File: config.mk
export PLATFORM = sky130hd
export DESIGN_NAME = omem_drain
export DESIGN_NICKNAME = d
export VERILOG_FILES = /design/src/rtl/omem_drain.sv
export SDC_FILE = /design/constraint.sdc
export NUM_CORES = 1
export LEC_CHECK = 0
export ABC_AREA = 1
export CAP_MARGIN = 20
export CORE_UTILIZATION = 30
export DETAILED_ROUTE_END_ITERATION = 6
export GPL_TIMING_DRIVEN = 0
export RECOVER_POWER = 25
export SLEW_MARGIN = 15
export SYNTH_ARGS = -nofsm -noshare
export SYNTH_HDL_FRONTEND = slang
export SYNTH_SLANG_ARGS = --single-unit
export TNS_END_PERCENT = 20
File: constraint.sdc
create_clock -name CLK -period 1.8 [get_ports CLK]
set_input_delay 0.36 -clock CLK [delete_from_list [all_inputs] [get_ports CLK]]
set_output_delay 0.36 -clock CLK [all_outputs]
set_load 0.02 [all_outputs]
File: src/rtl/omem_drain.sv
// Drains rows of the output memory into a DW-bit valid/ready element stream,
// optionally writing each row back to zero once all of its elements have been sent.
module omem_drain #(
    parameter int DW = 16,
    parameter int LN = 4,
    parameter int AW = 4
) (
    input  logic             CLK,
    input  logic             RSTN,
    input  logic             START,
    input  logic [AW:0]      ROWS,
    input  logic [2:0]       LANES,
    input  logic             CLR,
    output logic             EN_O,
    output logic             RW_O,
    output logic [AW-1:0]    ADDR_O,
    output logic [LN*DW-1:0] WDATA_O,
    input  logic [LN*DW-1:0] RDATA_O,
    output logic             OUT_VALID,
    input  logic             OUT_READY,
    output logic [DW-1:0]    OUT_DATA,
    output logic             OUT_LAST,
    output logic             BUSY,
    output logic             DONE
);
    localparam int LW = (LN > 1) ? $clog2(LN) : 1;

    typedef enum logic [2:0] {S_IDLE, S_RD, S_WT, S_EM, S_WR, S_FIN} state_t;

    state_t                r_state;
    state_t                w_next;
    logic [AW-1:0]         r_row;
    logic [AW-1:0]         r_rows_m1;
    logic [LW-1:0]         r_lane;
    logic [LW-1:0]         r_lanes_m1;
    logic                  r_clr;
    logic [LN-1:0][DW-1:0] r_word;

    logic                  w_last_row;
    logic                  w_last_lane;
    logic                  w_xfer;
    logic [LW-1:0]         w_lanes_m1;

    // Row and lane limits are held as "count minus one" so the compares stay AW/LW bits wide.
    assign w_last_row  = (r_row == r_rows_m1);
    assign w_last_lane = (r_lane == r_lanes_m1);
    assign w_xfer      = (r_state == S_EM) && OUT_READY;

    always_comb begin
        if (LANES == 3'd0 || int'(LANES) > LN) begin
            w_lanes_m1 = LW'(LN - 1);
        end else begin
            w_lanes_m1 = LW'(LANES - 3'd1);
        end
    end

    always_ff @(posedge CLK) begin
        if (!RSTN) begin
            r_state <= S_IDLE;
        end else begin
            r_state <= w_next;
        end
    end

    // NOTE: w_next gets its default before the case so no path leaves it unassigned (no latch).
    always_comb begin
        w_next = r_state;
        case (r_state)
            S_IDLE: begin
                if (START) begin
                    w_next = (ROWS == '0) ? S_FIN : S_RD;
                end
            end
            S_RD: w_next = S_WT;
            S_WT: w_next = S_EM;
            S_EM: begin
                if (w_xfer && w_last_lane) begin
                    if (r_clr) begin
                        w_next = S_WR;
                    end else if (w_last_row) begin
                        w_next = S_FIN;
                    end else begin
                        w_next = S_RD;
                    end
                end
            end
            S_WR:    w_next = w_last_row ? S_FIN : S_RD;
            S_FIN:   w_next = S_IDLE;
            default: w_next = S_IDLE;
        endcase
    end

    // NOTE: all state here updates with <= so every register sees pre-edge values of the others.
    always_ff @(posedge CLK) begin
        if (!RSTN) begin
            r_row      <= '0;
            r_rows_m1  <= '0;
            r_lane     <= '0;
            r_lanes_m1 <= '0;
            r_clr      <= 1'b0;
            r_word     <= '0;
        end else begin
            case (r_state)
                S_IDLE: begin
                    if (START && ROWS != '0) begin
                        r_rows_m1  <= AW'(ROWS - 1'b1);
                        r_lanes_m1 <= w_lanes_m1;
                        r_clr      <= CLR;
                        r_row      <= '0;
                    end
                end
                S_WT: begin
                    r_word <= RDATA_O;
                    r_lane <= '0;
                end
                S_EM: begin
                    if (w_xfer) begin
                        if (!w_last_lane) begin
                            r_lane <= r_lane + 1'b1;
                        end else if (!r_clr && !w_last_row) begin
                            r_row <= r_row + 1'b1;
                        end
                    end
                end
                S_WR: begin
                    if (!w_last_row) begin
                        r_row <= r_row + 1'b1;
                    end
                end
                default: ;
            endcase
        end
    end

    // Outputs decode only registered state, row, lane and word, never OUT_READY or RDATA_O.
    always_comb begin
        EN_O      = (r_state == S_RD) || (r_state == S_WR);
        RW_O      = (r_state == S_WR);
        ADDR_O    = EN_O ? r_row : '0;
        WDATA_O   = '0;
        OUT_VALID = (r_state == S_EM);
        OUT_DATA  = OUT_VALID ? r_word[r_lane] : '0;
        OUT_LAST  = OUT_VALID && w_last_row && w_last_lane;
        BUSY      = (r_state != S_IDLE);
        DONE      = (r_state == S_FIN);
    end

endmodule

# Word-level counts from Yosys, hierarchy flattened
# Cells that the tools add are included.
# W data, S select, Z words.
[classes] order_cmp=2 n_eq_ne=15 addsub=4 reduce_logical=21 muxes=20
[op_table] op="$bmux W16 S2" n=1
[op_table] op="$mux W16" n=2
[op_table] op="$mux W4" n=6
[op_table] op="$mux W3" n=5
[op_table] op="$pmux W3 S5" n=1
[op_table] op="$pmux W4 S3" n=1
[op_table] op="$ne A2 B1 Y1 const B" n=4
[op_table] op="$ne A2 B2 Y1 const B" n=4
[op_table] op="$eq A3 B2 Y1 const B" n=2
[op_table] op="$eq A3 B3 Y1 const B" n=2
[op_table] op="$logic_and A1 B1 Y1" n=6
[op_table] op="$logic_not A3 Y1" n=2
[op_table] op="$mux W2" n=3
[op_table] op="$reduce_and A6 Y1" n=1
[op_table] op="$reduce_bool A3 Y1" n=2
[op_table] op="$logic_not A5 Y1" n=1
[op_table] op="$reduce_bool A5 Y1" n=1
[op_table] op="$add A4 B1 Y4 const B" n=1
[op_table] op="$eq A4 B4 Y1" n=1
[op_table] op="$pmux W2 S2" n=1
[op_table] op="$reduce_and A2 Y1" n=2
[op_table] op="$sub A4 B1 Y4 const B" n=1
[op_table] op="$eq A3 B1 Y1 const B" n=1
[op_table] op="$gt A3 B3 Y1 const B" n=1
[op_table] op="8 further kinds" n=10
[totals] out_inout_bits=90 regBits=80 input_bits=77 elab_cells=72

# Longest topological paths before layout
[logic_depth] word_depth=7 depth_mapped=12 depth_no_buf=11

# Least setup slack after synthesis
# No wires, ideal clock.
[synth_timing] path_type="flip-flop to output port" start="register r_lane[1]" end="output port OUT_DATA[10]" stages_incl_launch_ff=7 arrival_ps=1391 path_buffers=2 required_time_ps=1440 path_slack_ps=49 path_cell_list="dfxtp_1 -> buf_2 -> clkinv_1 -> buf_2 -> a21oi_1 -> o21ai_0 -> a21oi_1"
[synth_between] elab_chain_len=3
[synth_lines] item="from (decl)" line="34" source="logic [LW-1:0] r_lane;"
[synth_lines] item="from (signal assigned)" line="119" source="r_lane <= r_lane + 1'b1;"
[synth_lines] item="$bmux W16 S2" line="142" source="OUT_DATA = OUT_VALID ? r_word[r_lane] : '0;"
[synth_lines] item="$mux W16 (implied by the code)" line="142"
[synth_lines] item="$mux W16" line="142"
[synth_lines] item="to (decl)" line="21" source="output logic [DW-1:0] OUT_DATA,"
# No other way between the ends. The select of a mux whose other input is x is not followed.

# Final worst setup path
[layout_timing] start="register r_lane[0]" end="output port OUT_DATA[10]"
# The elaborated chain is that of the path after synthesis.

==> flow_metrics.tcl <==
set metrics [dict create \
    slew_headroom_pct 64.8 \
    mostFrequentLayoutCells "a21oi_1 (87), buf_4 (83), clkdlybuf4s50_1 (73), dfxtp_1 (71), nand2_1 (65)" \
    drive_above_1_share_pct 28.8 \
    clkLatencyLatePin_ps 330 \
    use_met1_pct 25.6 \
    hold_path.class "input port to flip-flop" \
    fmax_ghz 0.519 \
    wl_per_cell_um 13.7 \
    rr_startpoint "r_state[1]" \
    maxCapViolations 0 \
    synth_top_area_cell "dfxtp_1" \
    r2r_slack_ps -40 \
    antenna_found_initial 0 \
    crit_path_max_fanout 10 \
    slowest_delay_ps 320 \
    synth.top_cell.area_share_pct 37.4 \
    finalWeightedCongestion 0.868 \
    finalCritPeriodShare_pct 107 \
    initial_core_util_pct 30.8 \
    mostFrequentLayoutCell "a21oi_1" \
    routed_wl_mm 13.1 \
    ys_seq_area_share_pct 37.4 \
    pwr_density_cell_mw_per_mm2 1260 \
    fillerInstances 1381 \
    pin_count 167 \
    syn-instance-count 591 \
    hold_buffers 0 \
    grt_usage_pct 18.1 \
    r2r_cells 7 \
    final_nets 858 \
    worst_pin_slew_ps 528 \
    dr.pass1.iters 5 \
    overflow 0 \
    fin_total_pwr_mw 8.30 \
    setup_ws_ps -125 \
    status "complete, but fails checks" \
    route.detailed.drc 0 \
    rsz0062_at_grt "true" \
    n_antenna_cell 0 \
    antenna_left 0 \
    critPathCaptureType "output port" \
    cts.sink_count 80 \
    stdcell_count 962 \
    synthArstFlopShare_pct 0 \
    finalMaxSlewViolations 0 \
    synth_edf_count 0 \
    crit_start "r_lane[0]" \
    worstSetupPathDepth 6 \
    cp-start-kind "flip-flop" \
    r2r_end "r_word[1]" \
    crit_required_ps 1440 \
    ys_warn_count 0 \
    critPathTopFamily "compound AO/OA/AOI/OAI gates" \
    cp_slowest_cell "dfxtp_2" \
    grtUsageMet3_pct 2.87 \
    clk_path_buf_depth 2 \
    cp_cell_sequence "buf_6, clkbuf_8, a21oi_2, o21ai_2, a21oi_2, buf_6" \
    viasPerCell 4.49 \
    crit_type "flip-flop to output port" \
    cts-buffers-inserted 9 \
    path_buf_inv 3 \
    io_buffers 101 \
    syn_area_mm2 0.00428 \
    top_usage_layer "met2" \
    dp_hpwl_mm 9.95 \
    utilization_pct 47.6 \
    die_h_um 121 \
    cts_htree_levels 3 \
    first_iter_violations 289 \
    synth_cell_type_count 33 \
    yosys_most_used_dff "dfxtp_1" \
    cts.clk_slew.worst_paths_ps 60 \
    fin_crit_ps 1930 \
    cts_tree "built" \
    final_hold_viol_count 0 \
    setup_viol 43 \
    max-vdd-ir-drop_mv 0.555 \
    grt_util_met2_pct 27.1 \
    synth.avg_cell_area_um2 7.24 \
    die-area_mm2 0.0148 \
    grt_pass1_vias 3903 \
    dp_cells 935 \
    dieWidth_um 121 \
    syn_to_final_growth_pct 54.2 \
    vias 4320 \
    clockRootBuffer "clkbuf_16" \
    coreArea_mm2 0.0139 \
    core.rowCount 43 \
    grt_pass1_wl_mm 20.4 \
    ys_ff_latch 80 \
    arrival_ps 1570 \
    violations "setup timing" \
    synthTopCellsByArea "dfxtp_1 (37%), a21oi_1 (14%), buf_4 (11%)" \
    crit_end "OUT_DATA[10]" \
    grt_max_degree 17 \
    leakage_nw 2.70 \
    fin_skew_ps 4.74 \
]
-- metrics by stage --
stage / hold WS [ps] / TNS (ps) / area [µm²] / worst slack [ps]
after detailed placement: 444 / -12250 / 5750 / -628
after CTS: 455 / -1670 / 6460 / -170
after floorplan: 429 / 0 / 4520 / 48.5
after global routing: 324 / -8130 / 6600 / -183
after global placement: 442 / -12110 / 5750 / -592
final: 303 / -2030 / 6600 / -125
-- routing by layer --
metal  up-vias  part of all wire, %
met3        23                  7.4
li1       2208                    -
met4         0                  2.4
met5         -                    0
met2       171                   44
met1      1918                   46
-- power breakdown --
| part | internal (mW) | switching (mW) | total, mW |
|---|---|---|---|
| clock | 0.992 | 0.781 | 1.77 |
| sequential | 2.30 | 0.291 | 2.60 |
| combinational | 1.50 | 2.43 | 3.93 |
| total | 4.80 | 3.50 | 8.30 |
-- worst min-delay path by stage --
stage,startpoint,endpoint,slack [ps],depth (start not counted)
after floorplan,r_word[24],r_word[24],430,2
after global placement,r_word[47],r_word[47],440,2
after detailed placement,r_word[33],r_word[33],440,2
after CTS,r_word[47],r_word[47],460,2
after global routing,ROWS[0],r_rows_m1[0],320,2
final,ROWS[0],r_rows_m1[0],300,2
-- cells in the mapped netlist (6+ instances only) --
cell type,count
buf_2,6
clkbuf_1,20
o21ai_0,71
buf_4,65
a21oi_1,122
inv_1,52
buf_1,8
nand2_1,64
nor2_1,14
dfxtp_1,80
nand3_1,42
-- layout make-up --
type	instances	area [µm²]	area share, %
buffer	99	743	11.3
clock buffer	10	239	3.62
clock inverter	6	52.6	0.796
inverter	59	246	3.73
multi-input combinational	415	2370	35.9
sequential	80	1620	24.5
tap	180	225	3.41
timing repair buffer	112	1100	16.7
timing repair inverter	1	8.76	0.133
-- cell families (layout without fill, tap and decap cells) --
family / after synthesis / in the layout / share of synthesized area, %
compound gates: 199 / 199 / 23.5
other cells: 1 / 64 / 0.0876
fa+ha+maj: 4 / 4 / 1.17
buf+inv: 159 / 287 / 20.1
simple gates: 143 / 143 / 16.5
xor+xnor: 5 / 5 / 1.20
flops: 80 / 80 / 37.4
-- state kept, by name (all words and copies together) (netlist names) --
name	cells
r_state	3
r_lane	2
r_lanes_m1	2
r_rows_m1	4
r_clr	1
r_word	64
r_row	4
-- what timing repair did --
item                                    in CTS  in global routing
gates resized for setup                    226                 51
pin swaps                                   14                 11
buffers inserted                             8                  0
endpoints found under the setup margin      26                 29
gates cloned                                 4                  0
No activity file was read; power rests on OpenSTA's default activity.
